===== src/rtl/vga_rect_filler.sv =====
// vga_rect_filler: paints a clipped rectangle through the video card's X/Y/PIXEL opcode bus.
// Optional read-modify-write XOR painting is enabled by defining VGA_FILL_XOR_EN.
module vga_rect_filler #(
  parameter int IN_WIDTH  = 320,
  parameter int IN_HEIGHT = 240
) (
  input  logic        CLK_mips,
  input  logic        RST,
  input  logic        cmd_valid,
  output logic        cmd_ready,
  input  logic [8:0]  cmd_x,
  input  logic [8:0]  cmd_y,
  input  logic [8:0]  cmd_w,
  input  logic [8:0]  cmd_h,
  input  logic [1:0]  cmd_color,
  output logic        busy,
  output logic        done,
  output logic [1:0]  vga_opcode,
  output logic        vga_we,
  output logic [31:0] vga_write_data,
  input  logic [31:0] vga_read_data
);
  localparam logic [9:0] W_MAX = 10'(IN_WIDTH);
  localparam logic [9:0] H_MAX = 10'(IN_HEIGHT);
`ifdef VGA_FILL_XOR_EN
  typedef enum logic [2:0] {IDLE, SET_Y, SET_X, RD, RDW, PUT, DONE} state_t;
  logic [1:0] p;
`else
  typedef enum logic [2:0] {IDLE, SET_Y, SET_X, PUT, DONE} state_t;
`endif
  state_t state;
  logic [8:0] x0, cx, cy;
  logic [9:0] xe, ye, xs, ys, cx1, cy1;
  logic [1:0] color, pix;
  logic degen, unused_rd;
  assign unused_rd = ^vga_read_data;
  assign xs = {1'b0, cmd_x} + {1'b0, cmd_w};
  assign ys = {1'b0, cmd_y} + {1'b0, cmd_h};
  assign cx1 = {1'b0, cx} + 10'd1;
  assign cy1 = {1'b0, cy} + 10'd1;
  assign degen = cmd_w == 9'd0 || cmd_h == 9'd0 || {1'b0, cmd_x} >= W_MAX || {1'b0, cmd_y} >= H_MAX;
`ifdef VGA_FILL_XOR_EN
  assign pix = p ^ color;
`else
  assign pix = color;
`endif
  always_ff @(posedge CLK_mips or posedge RST) begin
    if (RST) begin
      state <= IDLE;
      x0 <= '0;
      cx <= '0;
      cy <= '0;
      xe <= '0;
      ye <= '0;
      color <= '0;
`ifdef VGA_FILL_XOR_EN
      p <= '0;
`endif
    end else begin
      case (state)
        IDLE: if (cmd_valid) begin
          x0 <= cmd_x;
          cx <= cmd_x;
          cy <= cmd_y;
          xe <= xs > W_MAX ? W_MAX : xs;
          ye <= ys > H_MAX ? H_MAX : ys;
          color <= cmd_color;
          state <= degen ? DONE : SET_Y;
        end
        SET_Y: state <= SET_X;
`ifdef VGA_FILL_XOR_EN
        SET_X: state <= RD;
        RD: state <= RDW;
        RDW: begin
          p <= vga_read_data[1:0];
          state <= PUT;
        end
`else
        SET_X: state <= PUT;
`endif
        PUT: if (cx1 < xe) begin
          cx <= cx + 9'd1;
          state <= SET_X;
        end else if (cy1 < ye) begin
          cy <= cy + 9'd1;
          cx <= x0;
          state <= SET_Y;
        end else begin
          state <= DONE;
        end
        DONE: state <= IDLE;
        default: state <= IDLE;
      endcase
    end
  end
  always_comb begin
    cmd_ready = state == IDLE;
    busy = state != IDLE;
    done = state == DONE;
    vga_we = state == SET_Y || state == SET_X || state == PUT;
`ifdef VGA_FILL_XOR_EN
    vga_opcode = state == SET_Y ? 2'b10 : state == SET_X ? 2'b01 :
                 (state == PUT || state == RD || state == RDW) ? 2'b11 : 2'b00;
`else
    vga_opcode = state == SET_Y ? 2'b10 : state == SET_X ? 2'b01 : state == PUT ? 2'b11 : 2'b00;
`endif
    vga_write_data = state == SET_Y ? {23'b0, cy} : state == SET_X ? {23'b0, cx} :
                     state == PUT ? {30'b0, pix} : 32'b0;
  end
endmodule

===== config.mk =====
export PLATFORM = sky130hd
export DESIGN_NAME = vga_rect_filler
export DESIGN_NICKNAME = d
export VERILOG_FILES = /design/src/rtl/vga_rect_filler.sv
export SDC_FILE = /design/constraint.sdc
export NUM_CORES = 1
export LEC_CHECK = 0
export CAP_MARGIN = 20
export CELL_PAD_IN_SITES_DETAIL_PLACEMENT = 1
export CELL_PAD_IN_SITES_GLOBAL_PLACEMENT = 2
export CORE_ASPECT_RATIO = 0.6
export CORE_MARGIN = 2
export CORE_UTILIZATION = 29
export DETAILED_ROUTE_END_ITERATION = 10
export PLACE_DENSITY = 0.87
export SLEW_MARGIN = 0
export SYNTH_ARGS = -nofsm -noshare
export SYNTH_HDL_FRONTEND = slang
export SYNTH_SLANG_ARGS = --single-unit

===== constraint.sdc =====
create_clock -name CLK_mips -period 3.6 [get_ports CLK_mips]
set_input_delay 0.72 -clock CLK_mips [delete_from_list [all_inputs] [get_ports CLK_mips]]
set_output_delay 0.72 -clock CLK_mips [all_outputs]
set_load 0.02 [all_outputs]

Word level (Yosys, flattened, before mapping)
Cells that the tools add are included.
Word-level totals
  bits in registers: 52
  bits of input ports: 73
  output and inout port bits: 38
  word-level logic and storage cells: 61
Operators by class
  add/subtract/negate cells: 6
  order comparisons: 6
  eq/ne operators: 8
  mux-type cells: 21
  reductions and logical operators: 13
Operators by type and width (number)
  2-to-1 mux 9 bit: 8
  one-hot mux 9 bit (2 select lines): 2
  adder 9 x 1 -> 10 bit, second input constant: 2
  adder 9 x 9 -> 10 bit: 2
  < comparator 10 bit: 2
  2-to-1 mux 10 bit: 2
  adder 9 x 1 -> 9 bit, second input constant: 2
  zero test 9 bit: 2
  2-to-1 mux 3 bit: 4
  one-hot mux 3 bit (4 select lines): 1
  > comparator 10 x 8 -> 1 bit, second input constant: 1
  > comparator 10 x 9 -> 1 bit, second input constant: 1
  >= comparator 9 x 8 -> 1 bit, second input constant: 1
  >= comparator 9 bit, second input constant: 1
  2-to-1 mux 2 bit: 4
  == test 3 x 2 -> 1 bit, second input constant: 2
  != test 2 bit, second input constant: 3
  logical OR 1 bit: 5
  AND reduction 4 bit: 1
  == test 3 x 1 -> 1 bit, second input constant: 1
  == test 3 bit, second input constant: 1
  zero test 3 bit: 1
  != test 3 bit, second input constant: 1
  AND reduction 3 bit: 1
  3 further kinds: 3

Logic depth before layout (Yosys ltp)
  depth in word-level cells: 7
  mapped depth: 13
  mapped depth without buffers: 12

Worst setup path before layout
Ideal clock, no wire load.
  path type: flip-flop to flip-flop
  start point: register cy[0]
  end point: register cx[1]
  setup time: 0.128 ns
  arrival: 2.774 ns
  required time: 3.472 ns
  setup slack: 0.698 ns
  stages on the path, launching flop included: 13
  path buffers: 0
  period minus slack after synthesis: 2.902 ns
  cells stage by stage: dfrtp_1 -> ha_1 -> nand3_1 -> nor3_1 -> nand3_1 -> xnor2_1 -> ha_1 -> o21ai_0 -> o21bai_1 -> o22ai_1 -> o21ai_1 -> nand2_2 -> mux2_1
On the way
  word-level cells in the longest chain between the ends: 4
Ends and longest elaborated chain
  from (decl): line 32  | logic [8:0] x0, cx, cy;
  from (signal assigned): line 64  | cy <= cmd_y;
  from (signal assigned): line 85  | cy <= cy + 9'd1;
  adder 9 x 1 -> 10 bit: line 40  | assign cy1 = {1'b0, cy} + 10'd1;
  < comparator 10 bit: line 84  | end else if (cy1 < ye) begin
  != test 3 bit (no line)
  AND reduction 3 bit (no line)
  to (signal assigned): line 63  | cx <= cmd_x;
  to (signal assigned): line 82  | cx <= cx + 9'd1;
  to (decl): line 32
No other way between the ends.
A chain may end at the register's enable or synchronous reset.

Final worst setup path
  start point: register cy[0]
  end point: register cy[5]
On the way
  word-level cells in the longest chain between the ends: 4
  elaborated cells between the ends (all ways): 8
  classes of those cells: add/sub (2); order compare (1); eq/ne (1); mux (3); reduce/logical (1)
Ends and longest elaborated chain (line)
  adder 9 x 1 -> 10 bit or adder 9 x 1 -> 9 bit (tied branches): 40, 85
  < comparator 10 bit or 2-to-1 mux 9 bit (tied branches): 84
  != test 2 bit (no line) or 2-to-1 mux 9 bit (tied branches)
  AND reduction 4 bit (no line) or one-hot mux 9 bit (2 select lines) (tied branches)
Parallel ways exist; a longest one is shown, timed or not. The select of a mux whose other input is x is not followed.

==> impl_metrics.env <==
export IMPL_core_area_um2=14500
export IMPL_drc=0
export IMPL_grt_max_degree=23
export IMPL_diodes=0
export IMPL_synth_most_common_cell="nand2_1"
export IMPL_p_per_area_nw_per_um2=873
export IMPL_yosysTopAreaCell="dfrtp_1"
export IMPL_cp_data_arrival_time_ps=3620
export IMPL_routed_via_density=5.09
export IMPL_slowest_delay_ps=480
export IMPL_die_y_um=98.6
export IMPL_fillerInstances=1716
export IMPL_critPathBufInv=2
export IMPL_tightest_slew_ps=717
export IMPL_ys_async_sr_fraction_pct=100
export IMPL_crit_type="reg -> reg"
export IMPL_cp_data_required_time_ps=3820
export IMPL_dp_hpwl_um=11400
export IMPL_cp_cell_sequence="ha_1, nand3_1, nor3_1, nand3_1, xnor2_1, ha_1, a211oi_1, o21bai_1, o22a_1, o31ai_4, buf_4, buf_12, mux2i_1"
export IMPL_syn_avg_cell_area_um2=8.74
export IMPL_die_w_um=162
export IMPL_cap_viol_max_count=0
export IMPL_io_pins=111
export IMPL_dr_first_iter_drc_count=207
export IMPL_max_clock_path_buffers=2
export IMPL_portBuffers=55
export IMPL_yosysUniqueCellTypes=67
export IMPL_totalWireLength_um=13700
export IMPL_place_congestion=0.836
export IMPL_area_growth_pct=21.8
export IMPL_min_delay_path_depth=2
export IMPL_first_global_vias=3934
export IMPL_grt_busiest_layer="met1"
export IMPL_ys_flop_type="dfrtp_1"
export IMPL_antenna_found_initial=0
export IMPL_min_period_over_period_pct=94.6
export IMPL_synth_seq_cells=52
export IMPL_path_delay_family="compound AO/OA/AOI/OAI gates"
export IMPL_synth_area_leaders="dfrtp_1 30%, ha_1 11%, nand2_1 5.6%"
export IMPL_grt_use_met3_pct=3.37
export IMPL_r2r_end="cy[5]$_DFFE_PP0P_"
export IMPL_ir_worst_vdd_uv=433
export IMPL_hold_viol=0
export IMPL_crit_path_max_fanout=8
export IMPL_vias=3841
export IMPL_finalNonFillerCells=754
export IMPL_tns_ps=0
export IMPL_end_kind="flop"
export IMPL_antenna_left=0
export IMPL_crit_reg2reg_launch="cy[0]$_DFFE_PP0P_"
export IMPL_syn_area_um2=4330
export IMPL_cts_buffers=5
export IMPL_initial_utilization_pct=29.7
export IMPL_rsz0062_at_grt="false"
export IMPL_grt_use_met1_pct=28.1
export IMPL_synth_top_area_share_pct=30.1
export IMPL_finalClockSkew_ps=9.56
export IMPL_fin_util_pct=36.2
export IMPL_gr_usage_met2_pct=24.0
export IMPL_drt_pass1_iter_count=5
export IMPL_setup_viol=0
export IMPL_period_needed_ps=3410
export IMPL_multiInputGateArea_um2=2740
export IMPL_slew_headroom_pct=52.1
export IMPL_cts_root_buf="clkbuf_16"
export IMPL_fmax_mhz=294
export IMPL_seq_area_frac_synth_pct=30.1
export IMPL_die_area_um2=15900
export IMPL_status="finished clean"
export IMPL_ff_latch_area_um2=1300
export IMPL_worstHoldStart="x0[6]$_DFFE_PP0P_"
export IMPL_leakagePower_nw=2.33
export IMPL_cts_htree_levels=2
export IMPL_hp_class="reg -> reg"
export IMPL_netlist_top_cells_count="64 x nand2_1, 52 x dfrtp_1, 38 x ha_1"
export IMPL_power_w=0.00460
export IMPL_start_kind="flop"
export IMPL_synth_edf_count=0
export IMPL_cts_tree="built"
export IMPL_ctsHoldBuffers=0
export IMPL_slew_viol_final=0
export IMPL_final_nets=668
export IMPL_reg2reg_depth=13
export IMPL_grt_pass1_wl_um=21900
export IMPL_grtUsageTotal_pct=17.5
export IMPL_avgRoutedWirePerCell_um=18.2
export IMPL_clock_sinks=52
export IMPL_hold_slack_ps=477
export IMPL_cp_slowest_cell="dfrtp_1"
export IMPL_num_rows=34
export IMPL_r2r_setup_slack_ps=190
export IMPL_dp_cells=742
export IMPL_drive_gt1_share_pct=8.63
export IMPL_worstSkewPairLatency_ps=300
export IMPL_globalRoute_totalOverflow=0
export IMPL_syn_inst=495
export IMPL_clk_pin_slew_ps=80
export IMPL_yosys_warnings=0
export IMPL_whs_endpoint="x0[6]$_DFFE_PP0P_"
[per-stage QoR]
stage,instance area (um^2),setup slack [ps]
finish,5270,195
global placement,5060,215
detailed placement,5060,52.9
floorplan,4410,698
CTS,5230,88.2
global route,5270,7.53
[per-layer routing]
metal	part of all wire (%)	vias to the layer above
li1	-	1840
met1	54	1889
met2	39	98
met3	5.7	14
met4	1.2	0
met5	0	-
[layout by cell type, fill, tap and decap left out, types with 3 or more instances in the layout]
master           Yosys  layout
clkdlybuf4s50_1      0      55
o21ai_1              7       8
a21oi_1             24      24
dfrtp_1             52      52
and2_1               3       3
clkbuf_16            0       5
a2bb2oi_1            4       4
a211oi_1             4       4
o21bai_1             4       4
nand2_1             64      64
nand2b_1             4       4
a22oi_1             10      10
nand3_1             12      12
nor3_1              10       9
mux2_1               4       4
ha_1                38      38
nor2b_1              6       6
o21ai_0             17      16
nor4_1               4       4
mux2i_1             18      18
o22a_1               5       5
xnor2_1             14      14
conb_1               1      23
a21o_1               7       7
a32o_1               7       7
o22ai_1              4       4
nor2_1              36      36
xor2_1              11      11
inv_1               32      31
or3_1                3       3
buf_4               23      16
nand4_1              4       4
[flip-flops by register name, indices dropped and copies added, names as in the netlist]
register,count
xe,10
state,3
x0,9
cx,9
cy,9
color,2
ye,10
[repair_timing]
action / CTS / global route
setup endpoints to repair: 0 / 8
gates resized for setup: 0 / 2
buffers inserted: 0 / 4
[worst register-to-register path, stage by stage, from the launching register on]
cell and delay, ps:
dfrtp_1 480, ha_1 250, nand3_1 160, nor3_1 270, nand3_1 140, xnor2_1 160
ha_1 210, a211oi_1 420, o21bai_1 170, o22a_1 300, o31ai_4 220, buf_4 210
buf_12 130, mux2i_1 200
[where the power goes]
group	switching, W	leakage (nW)	internal (W)	total [W]
combinational	0.00164	1.63	0.00128	0.00292
clock	0.000244	0.0798	0.000328	0.000572
sequential	0.000271	0.628	0.000839	0.00111
total	0.00215	2.33	0.00245	0.00460
[area by class of cell]
class                   count  area share, %
clock buffers               5           2.38
inverters                  32           2.28
repair buffers             72           13.1
multi-input cells         392           52.0
well taps                 198           4.70
clock inverters             3          0.808
flip-flops and latches     52           24.7
[cell families after synthesis]
logic type,after synthesis,share of synthesized area [%]
flip-flops,52,30.1
multiplexers,23,5.47
XOR/XNOR,25,5.06
buffers and inverters,73,8.76
AND/OR/NAND/NOR,161,17.9
AO/OA/AOI/OAI,120,20.7
other,1,0.0867
adder cells (fa/ha/maj),40,11.9
[how the worst max path moves through the flow]
stage                      start                end  slack [ps]  cells past startpoint
3_5_place_dp            cmd_x[0]  xe[4]$_DFFE_PP0P_          50                      9
4_1_cts        cy[0]$_DFFE_PP0P_  cy[5]$_DFFE_PP0P_          90                     12
3_3_place_gp   cy[0]$_DFFE_PP0P_  cy[8]$_DFFE_PP0P_         210                     13
5_1_grt        cy[0]$_DFFE_PP0P_  cy[5]$_DFFE_PP0P_           8                     13
6_report       cy[0]$_DFFE_PP0P_  cy[5]$_DFFE_PP0P_         190                     13
2_1_floorplan  cy[0]$_DFFE_PP0P_  cx[1]$_DFFE_PP0P_         700                     12
No activity file was read; power rests on OpenSTA's default activity.
==> patch 1: new RTL, same flow settings <==
Re-encode `state_t` (5 states) as one-hot, 5 bits wide.
--- a/src/rtl/vga_rect_filler.sv
+++ b/src/rtl/vga_rect_filler.sv
@@ -26,7 +26,7 @@
   typedef enum logic [2:0] {IDLE, SET_Y, SET_X, RD, RDW, PUT, DONE} state_t;
   logic [1:0] p;
 `else
-  typedef enum logic [2:0] {IDLE, SET_Y, SET_X, PUT, DONE} state_t;
+  typedef enum logic [4:0] {IDLE = 5'b00001, SET_Y = 5'b00010, SET_X = 5'b00100, PUT = 5'b01000, DONE = 5'b10000} state_t;
 `endif
   state_t state;
   logic [8:0] x0, cx, cy;
Behaviour: no difference found for any inputs over 10 cycles, from zero or initial values and one cycle with RST high; not proved beyond that.
==> patch 1 against the unedited design <==
Synthesized area grew 1.0%. Final area up 0.86%. Count of clock-buffer cells in the layout is 2 higher. Wire length up 5.0%. Clock skew decreased by 0.0019 ns. Setup slack lost 0.0099 ns. Clock power shrank 7.3%. Sequential cell count rose by 2. Total power fell by 15%. Cell count is 1.6% higher. Critical path depth down 2. Non-clock buffer count up 5. Hold slack better by 0.014 ns.
==> patch 1: results (changes against the unedited design) <==
* Outcome: finished, final reports clean
* Top Registers: xe (10), ye (10)
* CTS clk-pin slew, worst paths at 0.07 ns
* Final WL at 14400 µm (+5.0%)
* Hold Path Class: reg2reg
* First-pass GRT wire length at 23300 µm (+6.7%)
* Hold depth at 2 (unchanged)
* WL/cell at 18.8 µm (+3.4%)
* # resized after CTS at 0 (unchanged)
* Top cells by area, synth: dfrtp_1 30%, ha_1 11%, nand2_1 4.7%, buf_4 4.0%, nor2_1 3.1%
* Met2 WL at 6220 µm (+15%)
* Layout cells sized above 1 at 8.27% (-0.36 points)
* Reg2reg path depth at 11 (-2)
* # diodes at 0 (unchanged)
* Synthesized instance count at 502 (+1.4%)
* Pre-CTS setup slack at -0.0137 ns (-0.0665 ns)
* DRT Pass-1 Iters at 5 (unchanged)
* Commonest cells post-synth: 55 x nand2_1, 53 x dfrtp_1, 38 x ha_1
* CTS Buf Count at 5 (unchanged)
* Met3 routed WL at 756 µm (-3.8%)
* Slew @ Worst Pin at 0.797 ns (+0.0803 ns)
* Pin count of the biggest net entering global routing at 32 (+39%)
* GR Util All Layers at 18.4% (+0.90 points)
* Crit-path max FO at 9 (+1)
* Leak at 0.00241 µW (+3.2%)
* Cell variety after synth at 70 (+4.5%)
* Final HPWL DP at 11600 µm (+2.1%)
* GPL Wtd Cong at 0.880 (+5.2%)
* Switching share of power at 46.3% (-0.50 points)
* Initial antenna violation count at 0 (unchanged)
* Critical path arrival at 3.60 ns (-0.02 ns)
* PortBufs at 55 (unchanged)
* Vias at 4138 (+7.7%)
* 1st-iter DRT viols at 278 (+34%)
* Setup Skew at 0.00766 ns (-0.00190 ns)
* Root Driver: clkbuf_16
* Placed cells at 758 (+2.2%)
* Clock Latency Late Sink at 0.30 ns (about the same)
* Vias in the first global route at 4313 (+9.6%)
* Wl on met1 at 7330 µm (-0.65%)
* Maximum vdd ir drop at 349 µV (-20%)
* Sequential fraction of the synthesis area at 31.0% (+0.87 points)
* Top cell type's share of synthesized area at 30.4% (+0.27 points)
* Nets at 680 (+1.8%)
* # H-tree levels at 2 (unchanged)
-- patch 1: power groups by stage --
stage	Clock, µW	Sequential (µW)	Combinational (µW)
6_report	530	1120	2260
5_1_grt	560	1160	2500
4_1_cts	543	1120	2240
3_5_place_dp	0	1130	2210
3_3_place_gp	0	1100	2100
2_1_floorplan	0	1040	1600
-- patch 1: kinds of logic (layout without fill, tap and decap cells) --
group / Yosys count / in the layout / share of synthesized area, %
AO/OA/AOI/OAI: 131 / 131 / 23.1
XOR/XNOR: 23 / 23 / 4.61
adder cells (fa/ha/maj): 40 / 40 / 11.8
buffers and inverters: 74 / 118 / 8.91
flip-flops: 54 / 54 / 31.0
multiplexers: 2 / 2 / 0.573
other: 1 / 23 / 0.0858
AND/OR/NAND/NOR: 177 / 177 / 20.0
-- patch 1: final timing paths --
| kind | startpoint | endpoint | slack (ns) |
|---|---|---|---|
| max | cy[1]$_DFFE_PP0P_ | cy[1]$_DFFE_PP0P_ | 0.18 |
| min | x0[2]$_DFFE_PP0P_ | x0[2]$_DFFE_PP0P_ | 0.49 |
| max reg2reg | cy[1]$_DFFE_PP0P_ | cy[1]$_DFFE_PP0P_ | 0.18 |
| min reg2reg | x0[2]$_DFFE_PP0P_ | x0[2]$_DFFE_PP0P_ | 0.49 |
| max in group asynchronous | RST | state[0]$_DFFE_PP1P_ | 2.01 |
| min in group asynchronous | RST | xe[3]$_DFFE_PP0P_ | 0.87 |
-- patch 1: worst max-delay path, cell delays in order (launching register included) --
cell and delay [ns]:
dfrtp_1 0.47, ha_1 0.24, and3_1 0.24, nand3_1 0.24, nor2_1 0.20, xor2_1 0.29
ha_1 0.20, nand4_1 0.10, a221o_1 0.27, o211ai_1 0.20, o31a_1 0.51, mux2_4 0.34
-- patch 1: cell type report --
class / instances / area, µm²
fillers: 1698 / 9280
clock buffers: 7 / 153
multi-input cells: 396 / 2710
inverters: 33 / 124
well taps: 198 / 248
flip-flops and latches: 54 / 1350
repair buffers: 77 / 716
clock inverters: 1 / 8.76
-- patch 1: through the flow --
step | setup TNS [ns] | instance area (µm²) | hold slack [ns]
floorplan | 0 | 4450 | 0.445
global placement | 0 | 5150 | 0.458
detailed placement | -0.0254 | 5150 | 0.462
CTS | 0 | 5310 | 0.493
global route | 0 | 5310 | 0.518
finish | 0 | 5310 | 0.492
-- patch 1: routing by layer --
metal | global-route usage [%] | vias up
met2 | 27.9 | 113
li1 | - | 1922
met5 | 0 | -
met3 | 3.37 | 15
met1 | 27.7 | 2088
met4 | 3.00 | 0
==> patch 2: new RTL, same flow settings <==
Made on the original files. Build with the macro `VGA_FILL_XOR_EN` defined.
--- a/src/rtl/vga_rect_filler.sv
+++ b/src/rtl/vga_rect_filler.sv
@@ -1,5 +1,7 @@
 // vga_rect_filler: paints a clipped rectangle through the video card's X/Y/PIXEL opcode bus.
 // Optional read-modify-write XOR painting is enabled by defining VGA_FILL_XOR_EN.
+`define VGA_FILL_XOR_EN
+
 module vga_rect_filler #(
   parameter int IN_WIDTH  = 320,
   parameter int IN_HEIGHT = 240
Function: changed (a bounded check fails within 4 cycles, from zero or initial values and one cycle with RST high).
==> patch 2 against the unedited design <==
Wire length about the same. First-iteration DRC count decreased by 2.9%. Via count increased by 4.0%. Fmax decreased by 0.48%. Total power decreased by 8.3%. Sequential power increased by 5%. Setup slack got worse by 0.017 ns. Synthesized cell count increased by 1.2%. Critical path type unchanged. Combinational power decreased by 12%. Highest routed layer unchanged. Synthesized area increased by 0.84%. Critical path depth unchanged. Final area about the same. Sequential cell count increased by 2. Largest cell class unchanged.
==> patch 2: results (changes against the unedited design) <==
* Outcome: finished, final reports clean
* Root Driver: clkbuf_16
* GR Util All Layers at 17.5% (+0.031 points)
* First-pass GRT wire length at 22500 µm (+2.6%)
* Vias in the first global route at 4149 (+5.5%)
* Worst r2r src: cy[0]$_DFFE_PP0P_
* Reg2reg path depth at 13 (unchanged)
* Leak at 0.00231 µW (-1.1%)
* Pin count of the biggest net entering global routing at 55 (+140%)
* WL/cell at 18.1 µm (-0.65%)
* Worst Slack Setup Final at 0.178 ns (-0.0165 ns)
* Initial antenna violation count at 0 (unchanged)
* Post-CTS setup buffers at 0 (unchanged)
* 1st-iter DRT viols at 201 (-2.9%)
* Nets at 674 (+0.90%)
* # diodes at 0 (unchanged)
* Commonest cells post-synth: 68 x nand2_1, 54 x dfrtp_1, 38 x ha_1
* CTS clk-pin slew, worst paths at 0.07 ns
* Worst Hold End: ye[3]$_DFFE_PP0P_
* # H-tree levels at 2 (unchanged)
* Met1 Usage GRT at 26.0% (-2.0 points)
* Maximum root-to-sink buffer count at 2 (unchanged)
* Area of placed instances at 0.00513 mm² (+1.3%)
* Hold Path Class: reg2reg
* R2R setup slack at 0.18 ns (-0.02 ns)
* Cell variety after synth at 69 (+3.0%)
* Fill cells at 1712 (-0.23%)
* Psw at 1960 µW (-8.8%)
* Pre-CTS setup slack at 0.0557 ns (+0.00286 ns)
* Vias at 3993 (+4.0%)
* Met2 Use GR at 27.2% (+3.2 points)
* Layout cells sized above 1 at 6.60% (-2.0 points)
* Beginning of the worst hold path: ye[3]$_DFFE_PP0P_
* Slew margin rel. at 51.2% (-0.87 points)
* DRT Pass-1 Iters at 4 (-1)
* CP startpoint kind: register
* Crit-path max FO at 7 (-1)
* CP endpoint kind: register
* Maximum vdd ir drop at 394 µV (-9.1%)
* GPL Wtd Cong at 0.813 (-2.7%)
* Top cells by area, synth: dfrtp_1 31%, ha_1 11%, nand2_1 5.9%, buf_4 4.0%, xnor2_1 2.8%
* Async S/R FF share, synth at 100% (unchanged)
* Top Registers: xe (10), ye (10)
* Fraction of met3 tracks used by global routing at 3.28% (-0.084 points)
* Hold depth at 2 (unchanged)
* Final HPWL DP at 11000 µm (-3.5%)
* CTS Buf Count at 5 (unchanged)
* Yosys warning count at 0 (unchanged)
* PortBufs at 57 (+3.6%)
* Sequential fraction of the synthesis area at 31.0% (+0.90 points)
* Critical path arrival at 3.60 ns (-0.02 ns)
* Setup Skew at 0.00861 ns (-0.000948 ns)
* Clock Latency Late Sink at 0.30 ns (about the same)
* Reg2reg end: cx[5]$_DFFE_PP0P_
==> patch 2: changes by cell type in the layout (fill, tap and decap cells not counted), sizes merged, moves of 4 or more <==
cell | unedited run | this run
a21boi | 0 | 4
nor3 | 13 | 17
nor2 | 37 | 26
o32ai | 0 | 4
and3 | 2 | 11
o22ai | 4 | 10
mux2i | 18 | 5
a211oi | 6 | 2
a32o | 7 | 3
o221a | 1 | 8
a21oi | 26 | 21
o21ai | 24 | 20
==> patch 2: logic make-up (layout without fill, tap and decap cells) <==
group | count (synthesis) | in the layout | share of synthesized area, %
other cells | 1 | 23 | 0.0860
xor+xnor | 28 | 28 | 5.62
fa+ha+maj | 40 | 40 | 11.8
simple gates | 165 | 165 | 18.3
buf+inv | 74 | 112 | 8.89
mux | 9 | 9 | 2.18
flops | 54 | 54 | 31.0
compound gates | 130 | 130 | 22.1
==> patch 2: power by group through the flow <==
stage	sequential (µW)	clock, µW	combinational, µW
6_report	1170	482	2570
3_3_place_gp	1150	0	2410
4_1_cts	1160	483	2550
3_5_place_dp	1170	0	2530
5_1_grt	1210	515	2830
2_1_floorplan	1050	0	1760
==> patch 2: worst max-delay path: stages, from the launching register on <==
cell,delay (ns)
dfrtp_1,0.43
ha_1,0.26
and3_1,0.22
and3_1,0.22
nand3_1,0.15
xnor2_1,0.17
ha_1,0.30
and4_1,0.29
nand2_1,0.07
o211a_1,0.33
nor3_1,0.29
a21oi_2,0.15
buf_4,0.22
o221a_1,0.22
==> patch 2: timing repair <==
item / CTS / global route
endpoints found under the setup margin: 0 / 7
hold buffers: 0 / 0
gates resized for setup: 0 / 1
==> patch 2: layer usage <==
layer  up-vias  share of wire (%)
li1       1895                  -
met1      1983                 51
met5         -                  0
met3        10                5.1
met2       105                 43
met4         0               0.87
==> patch 2: area by class of cell <==
class / instances / area (µm²) / area share (%)
multi-input cells: 395 / 2710 / 51.4
flip-flops and latches: 54 / 1350 / 25.7
repair buffers: 73 / 703 / 13.3
well taps: 198 / 248 / 4.70
clock buffers: 5 / 125 / 2.38
inverters: 32 / 120 / 2.28
clock inverters: 2 / 10.0 / 0.190
==> patch 2: stage by stage <==
step	cells	total power [µW]	utilization, %	hold slack, ns
final	759	4220	36.1	0.486
after global routing	759	4560	36.1	0.515
after CTS	759	4200	36.1	0.486
after detailed placement	752	3700	35.1	0.467
after global placement	752	3570	35.1	0.461
after floorplan	523	2800	-	0.445
